## config.mk

```make
export PLATFORM = sky130hd
export DESIGN_NAME = pipe_hazard_ctrl
export DESIGN_NICKNAME = d
export VERILOG_FILES = /design/src/rtl/pipe_ctrl_pkg.sv /design/src/rtl/pipe_hazard_ctrl_sat_counter.sv /design/src/rtl/pipe_hazard_ctrl.sv
export SDC_FILE = /design/constraint.sdc
export NUM_CORES = 1
export LEC_CHECK = 0
export ABC_CLOCK_PERIOD_IN_PS = 4800
export BUFFER_PORTS_ARGS = -buffer_cell sky130_fd_sc_hd__buf_2
export CAP_MARGIN = 20
export CORE_AREA = 4 4 118 64
export DETAILED_ROUTE_END_ITERATION = 10
export DIE_AREA = 0 0 122 68
export GPL_ROUTABILITY_DRIVEN = 0
export PLACE_DENSITY = 0.72
export SLEW_MARGIN = 20
export SYNTH_ARGS = -nofsm -noshare
export SYNTH_HDL_FRONTEND = slang
export SYNTH_HIERARCHICAL = 1
export SYNTH_SLANG_ARGS = --single-unit
```

## constraint.sdc

```tcl
create_clock -name clk_i -period 4.8 [get_ports clk_i]
set_input_delay 0.72 -clock clk_i [delete_from_list [all_inputs] [get_ports clk_i]]
set_output_delay 0.72 -clock clk_i [all_outputs]
set_load 0.005 [all_outputs]
```

## src/rtl/pipe_ctrl_pkg.sv

```systemverilog
// pipe_ctrl_pkg: shared types, constants and the load-use hazard test for the pipeline controller.
// No ports; imported by pipe_hazard_ctrl.
package pipe_ctrl_pkg;
    localparam int REG_IDX_W = 5;
    localparam logic [REG_IDX_W-1:0] ZERO_REG = 5'd0;
    localparam int WAIT_W = 16;

    typedef enum logic [1:0] {
        RUN      = 2'd0,
        MEM_WAIT = 2'd1,
        ERR      = 2'd2
    } state_t;

    // A load in EX whose destination is read by the ID instruction; $0 never hazards.
    function automatic logic load_use_hit(
        input logic                 memread,
        input logic [REG_IDX_W-1:0] rd,
        input logic [REG_IDX_W-1:0] rs,
        input logic [REG_IDX_W-1:0] rt,
        input logic                 uses_rt
    );
        return memread && (rd != ZERO_REG) && ((rd == rs) || (uses_rt && (rd == rt)));
    endfunction
endpackage

```

## src/rtl/pipe_hazard_ctrl_sat_counter.sv

```systemverilog
// sat_counter: up-counter that sticks at all-ones.
// Ports: clk_i clock; rst_n async active-low reset to 0; inc_i count this cycle; cnt_o current value.
module sat_counter #(
    parameter int W = 16
) (
    input  logic         clk_i,
    input  logic         rst_n,
    input  logic         inc_i,
    output logic [W-1:0] cnt_o
);
    logic [W-1:0] r_cnt;

    always_ff @(posedge clk_i or negedge rst_n) begin
        if (!rst_n)
            r_cnt <= '0;
        else if (inc_i && !(&r_cnt))
            r_cnt <= r_cnt + 1'b1;
    end

    assign cnt_o = r_cnt;
endmodule

```

## src/rtl/pipe_hazard_ctrl.sv

```systemverilog
// pipe_hazard_ctrl: sequencing controller for the 5-stage pipeline registers.
// Inputs: ID rs/rt/uses_rt, EX load/rd/branch-taken, MEM request/ready.
// Outputs: per-stage load enables, IF/ID and ID/EX flushes, MEM/WB bubble,
//          state (RUN/MEM_WAIT/ERR), sticky timeout error, saturating stall/flush counters.
module pipe_hazard_ctrl
    import pipe_ctrl_pkg::*;
#(
    parameter int MEM_TIMEOUT = 255,
    parameter int CNT_W       = 16
) (
    input  logic                 clk_i,
    input  logic                 rst_n,
    input  logic [REG_IDX_W-1:0] id_rs_i,
    input  logic [REG_IDX_W-1:0] id_rt_i,
    input  logic                 id_uses_rt_i,
    input  logic                 ex_memread_i,
    input  logic [REG_IDX_W-1:0] ex_rd_i,
    input  logic                 ex_branch_taken_i,
    input  logic                 mem_req_i,
    input  logic                 mem_ready_i,
    output logic                 pc_en_o,
    output logic                 ifid_en_o,
    output logic                 ifid_flush_o,
    output logic                 idex_en_o,
    output logic                 idex_flush_o,
    output logic                 exmem_en_o,
    output logic                 memwb_en_o,
    output logic                 memwb_bubble_o,
    output logic [1:0]           state_o,
    output logic                 err_o,
    output logic [CNT_W-1:0]     stall_cnt_o,
    output logic [CNT_W-1:0]     flush_cnt_o
);
    state_t              r_state, w_state_nxt;
    logic [WAIT_W-1:0]   r_wait_cnt, w_wait_nxt, w_wait_inc;
    logic                r_err, w_err_nxt;
    logic                w_in_err, w_mem_wait, w_branch, w_load_use;
    logic                w_pc_en, w_ifid_en, w_ifid_flush, w_idex_en, w_idex_flush;
    logic                w_exmem_en, w_memwb_en, w_memwb_bubble;

    // Once in MEM_WAIT only readiness matters; the request was already accepted.
    assign w_in_err   = (r_state == ERR);
    assign w_mem_wait = ((r_state == RUN) && mem_req_i && !mem_ready_i) ||
                        ((r_state == MEM_WAIT) && !mem_ready_i);
    assign w_branch   = !w_in_err && !w_mem_wait && ex_branch_taken_i;
    assign w_load_use = !w_in_err && !w_mem_wait && !ex_branch_taken_i &&
                        load_use_hit(ex_memread_i, ex_rd_i, id_rs_i, id_rt_i, id_uses_rt_i);
    assign w_wait_inc = (r_state == RUN) ? WAIT_W'(1) : r_wait_cnt + 1'b1;

    always_ff @(posedge clk_i or negedge rst_n) begin
        if (!rst_n) begin
            r_state    <= RUN;
            r_wait_cnt <= '0;
            r_err      <= 1'b0;
        end else begin
            r_state    <= w_state_nxt;
            r_wait_cnt <= w_wait_nxt;
            r_err      <= w_err_nxt;
        end
    end

    always_comb begin
        w_state_nxt = r_state;
        w_wait_nxt  = r_wait_cnt;
        w_err_nxt   = r_err;
        if (!w_in_err) begin
            if (w_mem_wait) begin
                w_wait_nxt = w_wait_inc;
                if (w_wait_inc >= WAIT_W'(MEM_TIMEOUT)) begin
                    w_state_nxt = ERR;
                    w_err_nxt   = 1'b1;
                end else begin
                    w_state_nxt = MEM_WAIT;
                end
            end else begin
                w_state_nxt = RUN;
                w_wait_nxt  = '0;
            end
        end
    end

    // MEM/WB keeps loading during a wait but takes a bubble, so the stalled
    // instruction's write-back happens only once, on the ready cycle.
    always_comb begin
        w_pc_en        = !(w_in_err || w_mem_wait || w_load_use);
        w_ifid_en      = w_pc_en;
        w_ifid_flush   = w_branch;
        w_idex_en      = !(w_in_err || w_mem_wait);
        w_idex_flush   = w_branch || w_load_use;
        w_exmem_en     = !(w_in_err || w_mem_wait);
        w_memwb_en     = !w_in_err;
        w_memwb_bubble = w_mem_wait;
    end

    assign pc_en_o        = rst_n && w_pc_en;
    assign ifid_en_o      = rst_n && w_ifid_en;
    assign ifid_flush_o   = rst_n && w_ifid_flush;
    assign idex_en_o      = rst_n && w_idex_en;
    assign idex_flush_o   = rst_n && w_idex_flush;
    assign exmem_en_o     = rst_n && w_exmem_en;
    assign memwb_en_o     = rst_n && w_memwb_en;
    assign memwb_bubble_o = rst_n && w_memwb_bubble;
    assign state_o        = r_state;
    assign err_o          = r_err;

    sat_counter #(.W(CNT_W)) u_stall_cnt (
        .clk_i (clk_i),
        .rst_n (rst_n),
        .inc_i (!w_pc_en),
        .cnt_o (stall_cnt_o)
    );

    sat_counter #(.W(CNT_W)) u_flush_cnt (
        .clk_i (clk_i),
        .rst_n (rst_n),
        .inc_i (w_branch),
        .cnt_o (flush_cnt_o)
    );
endmodule

```

==> results of run 1 <==
[cell usage after synthesis, types with 4 or more instances]
cell type / number / area share
dfrtp_1: 51 / 0.41
nand2_1: 27 / 0.032
nor2_1: 27 / 0.032
o21ai_0: 22 / 0.035
xnor2_1: 20 / 0.056
xor2_1: 16 / 0.045
nand3_1: 14 / 0.022
nor3_1: 13 / 0.021
nand4_1: 11 / 0.022
a21oi_1: 10 / 0.016
mux2_2: 9 / 0.032
inv_1: 5 / 0.0060
a31oi_1: 4 / 0.0080
and2_1: 4 / 0.0080
and3_1: 4 / 0.0080
and4_1: 4 / 0.011
nand2b_1: 4 / 0.0080
nand4_2: 4 / 0.016
nor3b_1: 4 / 0.0096
nor4_2: 4 / 0.016
o31ai_1: 4 / 0.0096
[per-layer routing]
| metal | global-route usage | up-vias |
|---|---|---|
| met5 | 0 | - |
| met3 | 0.04872 | 9 |
| met2 | 0.2644 | 108 |
| met4 | 0.05866 | 0 |
| li1 | - | 1291 |
| met1 | 0.2823 | 1261 |
[worst max path at each step]
stage / startpoint / to / cells after the start
after floorplan: ex_rd_i[1] / pc_en_o / 4
after global placement: mem_req_i / u_stall_cnt/cnt_o[15] / 9
after detailed placement: mem_req_i / u_stall_cnt/cnt_o[15] / 9
after CTS: state_o[0] / idex_flush_o / 5
after global routing: state_o[0] / u_stall_cnt/cnt_o[5] / 8
final: mem_req_i / idex_flush_o / 6
[layout make-up]
cell class / count / area (um^2)
Timing Repair Buffer: 66 / 335.3
Fill cell: 571 / 2811
Sequential cell: 51 / 1276
Clock inverter: 2 / 35.03
Clock buffer: 6 / 138.9
Tap cell: 92 / 115.1
Multi-Input combinational cell: 252 / 1759
Inverter: 5 / 18.77
[stage by stage]
step / instances / hold WS (ps) / setup slack, ps / power (mW)
floorplan: 320 / 424.4 / 2333 / 0.6785
global placement: 466 / 514.1 / 2044 / 0.7823
detailed placement: 466 / 526.2 / 1874 / 0.7898
CTS: 474 / 479.4 / 2080 / 1.211
global route: 474 / 515.5 / 1827 / 1.276
finish: 474 / 451.9 / 2077 / 1.197
[kinds of logic after synthesis]
group                      Yosys count  synth area share
adders and majority gates            3           0.01197
muxes                               10           0.03550
DFF                                 51            0.4069
and+or+nand+nor                    146            0.2976
AOI/OAI and AO/OA                   57            0.1153
buffers and inverters               17           0.03231
xor gates and xnor gates            36            0.1005
[registers in the layout, summed over array words and instances, names as in the netlist]
register and cells:
u_flush_cnt/cnt_o 16, r_wait_cnt 16, state_o 2, u_stall_cnt/cnt_o 16, err_o 1
[worst max-delay path: cells and delay by family]
| kind | cells | cell delay, ps |
|---|---|---|
| AO/OA/AOI/OAI | 3 | 700 |
| AND/OR/NAND/NOR | 1 | 340 |
| buffers and inverters | 2 | 240 |
[power by group through the flow]
stage | Sequential [mW] | Combinational, mW | Clock [mW]
CTS | 0.564 | 0.220 | 0.427
global route | 0.577 | 0.247 | 0.451
floorplan | 0.562 | 0.116 | 0
finish | 0.565 | 0.217 | 0.415
detailed placement | 0.571 | 0.219 | 0
global placement | 0.570 | 0.212 | 0
==> flow_summary_export.csv, run 1 <==
group,metric,value,unit
cts,cts_resized,0,
synth,async_reset_ff_frac,1.000,
setup_path,r2r-start,"state_o[0]",
power,p_int,0.8486,mW
routing,totalWireLength,7283,um
power,p_seq_frac,0.472,
place,port_buffers,64,
sta,worstMarginPinSlew,662.4,ps
sta,setup_tns,0,ps
floorplan,num_rows,21,
cts,tritoncts,"yes",
power,combPwrFrac,0.181,
synth,syn_inst,320,
cts,clockBufferDepth,2,
floorplan,ios,65,
power,power.switching,0.3485,mW
cts,clockRootBuffer,"clkbuf_16",
final_layout,area_growth,17.27,%
setup_path,cp-start-kind,"input pin",
cts,post-cts-setup-buffers,0,
routing,via_per_inst,5.631,
power,p_sw_frac,0.2911,
setup_path,worstSetupPathType,"input pin to output port",
sta,final_hold_viol_count,0,
setup_path,r2r_slack,2150,ps
routing,top_layer,"met4",
min_path,hp-class,"input pin to async pin",
final_layout,drive_gt1_frac,0.2853,
routing,vias,2669,
global_route,gr-total-overflow,0,
routing,wl_met3,554,um
routing,drtPass1Iterations,5,
cts,hold_buffers,0,
synth,synth-seq-area-share,0.4069,
synth,ys_ff_latch,51,
global_route,grt_pass1_wl,12230,um
synth,yosysWarnings,6,
global_route,track_usage,0.1886,
synth,synth.distinct_cells,56,
setup_path,crit_path_cell_trace,"buf_2 -> o21a_1 -> nor2_1 -> o2111ai_1 -> a21boi_0 -> buf_2",
final_layout,final_common_cell,"buf_2",
power,ir_drop,0.2092,mV
global_route,grt_pass1_vias,2495,
global_route,antenna_found_initial,0,
cts,cts_sinks,51,
synth,syn_avg_cell_area,9.802,um^2
sta,relSlewSlack,0.5584,
place,placed_area,3505,um^2
sta,fin_crit_sh,0.5673,
power,p_leak,1.733,nW
sta,timing.fmax,0.3672,GHz
routing,route.detailed.drc,0,
power,p_per_area,325.4,nW/um^2
routing,wl_per_cell,15.36,um
sta,setup_viol,0,
final_layout,nets,406,
setup_path,cp_common_cell,"buf_2",
final_layout,utilization,0.5668,
sta,grt_setup_unrepaired,"no",
synth,synth_nets,345,
setup_path,r2r_cells,8,
floorplan,die_x,122,um
floorplan,core,6490,um^2
outcome,status,"finished clean",
cts,clk_latency,290,ps
floorplan,fp.dieH,68,um
setup_path,required,4080,ps
synth,syn-cell-area,3137,um^2
setup_path,critPathCaptureType,"output port",
global_route,grt_max_degree,32,
synth,synth_ff_type,"dfrtp_1",
sta,fin_skew,4.108,ps
place,dp_hpwl,5457,um
routing,wl_met2,2871,um
final_layout,fin_area,3679,um^2
synth,synth-edff-count,0,
routing,routedLengthMet1,3768,um
cts,cts_max_level,2,
setup_path,worstPathArrival,2000,ps
setup_path,critPathSlowestCell,"nor2_1",
setup_path,cp_max_fo,7,
cts,clkTransAtPathRegs,70,ps
floorplan,initial_core_util,0.4833,
routing,ant_nets,0,
sta,drv_slew,0,
run,cap_violations,0,
cts,cts_buffers,5,
final_layout,final_cell_mix,"buf_2, dfrtp_1, nor2_1, nand2_1, o21ai_0",
final_layout,antennaDiodeCount,0,
routing,drt_iter0_drc,163,
sta,fin_crit,2723,ps
power,power_frac_clock,0.347,
setup_path,max_stage_delay,340,ps
floorplan,dieArea,8296,um^2
setup_path,reg2reg_to,"u_stall_cnt/cnt_o[15]",
No activity file was read; power rests on OpenSTA's default activity.
==> run 2: changes to the inputs <==
Settings changed: ABC_CLOCK_PERIOD_IN_PS 4800 to 2820.
Clock period 4.8 ns to 2.82 ns, I/O delays scaled along.
==> flow_summary_export.csv, run 2 (same netlist as run 1, synthesis figures left out) <==
group,metric,value,unit
outcome,status,"finished clean",
setup_path,crit_path_cell_trace,"ha_1 -> nand4_1 -> nor4_1 -> mux2_2 -> a41o_1 -> and3_1",
power,p_per_area,533.9,nW/um^2
setup_path,worstPathArrival,2580,ps
setup_path,worstSetupPathType,"register to register",
power,p_sw_frac,0.3084,
setup_path,r2r_slack,420,ps
setup_path,required,3000,ps
run,cap_violations,0,
floorplan,fp.dieH,68,um
setup_path,reg2reg_to,"state_o[0]",
routing,drtPass1Iterations,5,
sta,setup_tns,0,ps
routing,route.detailed.drc,0,
floorplan,num_rows,21,
routing,ant_nets,0,
sta,fin_skew,6.685,ps
setup_path,max_stage_delay,520,ps
setup_path,cp_max_fo,8,
power,power.switching,0.6067,mW
place,dp_hpwl,5547,um
cts,cts_max_level,2,
floorplan,core,6490,um^2
setup_path,r2r-start,"r_wait_cnt[0]",
setup_path,crit_family,"simple AND/OR/NAND/NOR gates",
cts,cts_buffers,5,
setup_path,critPathCaptureType,"register",
min_path,hp-class,"input pin to async pin",
sta,setup_viol,0,
routing,totalWireLength,7341,um
floorplan,initial_core_util,0.4833,
final_layout,antennaDiodeCount,0,
power,p_leak,1.733,nW
sta,fin_crit_sh,0.8494,
power,ir_drop,0.3668,mV
final_layout,utilization,0.5678,
sta,timing.fmax,0.4175,GHz
sta,drv_slew,0,
floorplan,dieArea,8296,um^2
power,combPwrFrac,0.190,
global_route,antenna_found_initial,0,
place,port_buffers,64,
cts,clk_latency,300,ps
power,p_seq_frac,0.490,
final_layout,final_common_cell,"buf_2",
floorplan,die_x,122,um
power,power_frac_clock,0.320,
setup_path,critPathBufInv,0,
routing,via_per_inst,5.560,
final_layout,final_cell_mix,"buf_2, dfrtp_1, nor2_1, nand2_1, o21ai_0",
cts,cts_sinks,51,
routing,drt_iter0_drc,165,
place,placed_area,3520,um^2
sta,grt_setup_unrepaired,"no",
power,p_int,1.360,mW
setup_path,cp-start-kind,"register",
cts,cts_resized,0,
setup_path,critPathSlowestCell,"dfrtp_1",
sta,relSlewSlack,0.5877,
routing,wl_per_cell,15.39,um
final_layout,area_growth,17.47,%
sta,final_hold_viol_count,0,
final_layout,nets,409,
sta,fin_crit,2395,ps
floorplan,ios,65,
final_layout,fin_area,3685,um^2
final_layout,drive_gt1_frac,0.2883,
global_route,track_usage,0.1882,
setup_path,r2r_cells,6,
routing,vias,2652,
global_route,grt_pass1_wl,12040,um
cts,tritoncts,"yes",
global_route,gr-total-overflow,0,
cts,post-cts-setup-buffers,0,
cts,clkTransAtPathRegs,60,ps
cts,clockBufferDepth,2,
global_route,grt_pass1_vias,2443,
sta,worstMarginPinSlew,618.4,ps
global_route,grt_max_degree,49,
cts,clockRootBuffer,"clkbuf_16",
run 2: cell types whose count changed in the layout (fill, tap and decap cells not counted):
cell           change
buf_4              +2
bufinv_16          -1
clkinv_2           -1
clkinv_4           +1
clkinvlp_4         +1
dlygate4sd3_1      +1
run 2: how the worst max path moves through the flow:
stage	slack, ps	from	cells after the start	end
floorplan	690	state_o[0]	8	u_stall_cnt/cnt_o[15]
global placement	400	ex_rd_i[1]	8	u_stall_cnt/cnt_o[11]
detailed placement	330	ex_rd_i[1]	8	u_stall_cnt/cnt_o[5]
CTS	440	r_wait_cnt[0]	6	state_o[0]
global route	250	state_o[0]	8	u_stall_cnt/cnt_o[15]
finish	420	r_wait_cnt[0]	6	state_o[0]
run 2: cell type report:
class,instances,area [um^2]
Clock buffer,6,138.9
Clock inverter,2,16.27
Fill cell,591,2805
Inverter,5,18.77
Multi-Input combinational cell,252,1759
Sequential cell,51,1276
Tap cell,92,115.1
Timing Repair Buffer,69,360.3
run 2: power groups by stage:
stage          Combinational [mW]  Sequential, mW  Clock (mW)
6_report                    0.373           0.964       0.630
5_1_grt                     0.427           0.989       0.674
4_1_cts                     0.377           0.963       0.646
3_5_place_dp                0.373           0.978           0
3_3_place_gp                0.365           0.972           0
2_1_floorplan               0.198           0.957           0
run 2: metal layers:
metal / track usage / part of all wire
met4: 0.05447 / 0.011
met2: 0.2624 / 0.39
met3: 0.04459 / 0.080
met1: 0.2866 / 0.52
met5: 0 / 0
run 2: through the flow:
stage | instances | power, mW | hold slack (ps) | setup slack (ps)
after CTS | 477 | 1.986 | 481.8 | 437.7
after floorplan | 320 | 1.155 | 127.4 | 693.4
after global routing | 477 | 2.090 | 535.0 | 249.9
final | 477 | 1.967 | 501.9 | 424.6
after global placement | 468 | 1.337 | 256.1 | 395.6
after detailed placement | 468 | 1.351 | 258.4 | 331.7
run 2: repair_timing:
action | 4_1_cts | 5_1_grt
endpoints found under the hold margin | 3 | 0
endpoints found under the setup margin | 0 | 0
hold buffers | 1 | 0
run 2: worst register-to-register path: stages (launching register included):
cell and delay [ps]:
dfrtp_1 520, ha_1 390, nand4_1 150, nor4_1 460, mux2_2 410, a41o_1 220
and3_1 150
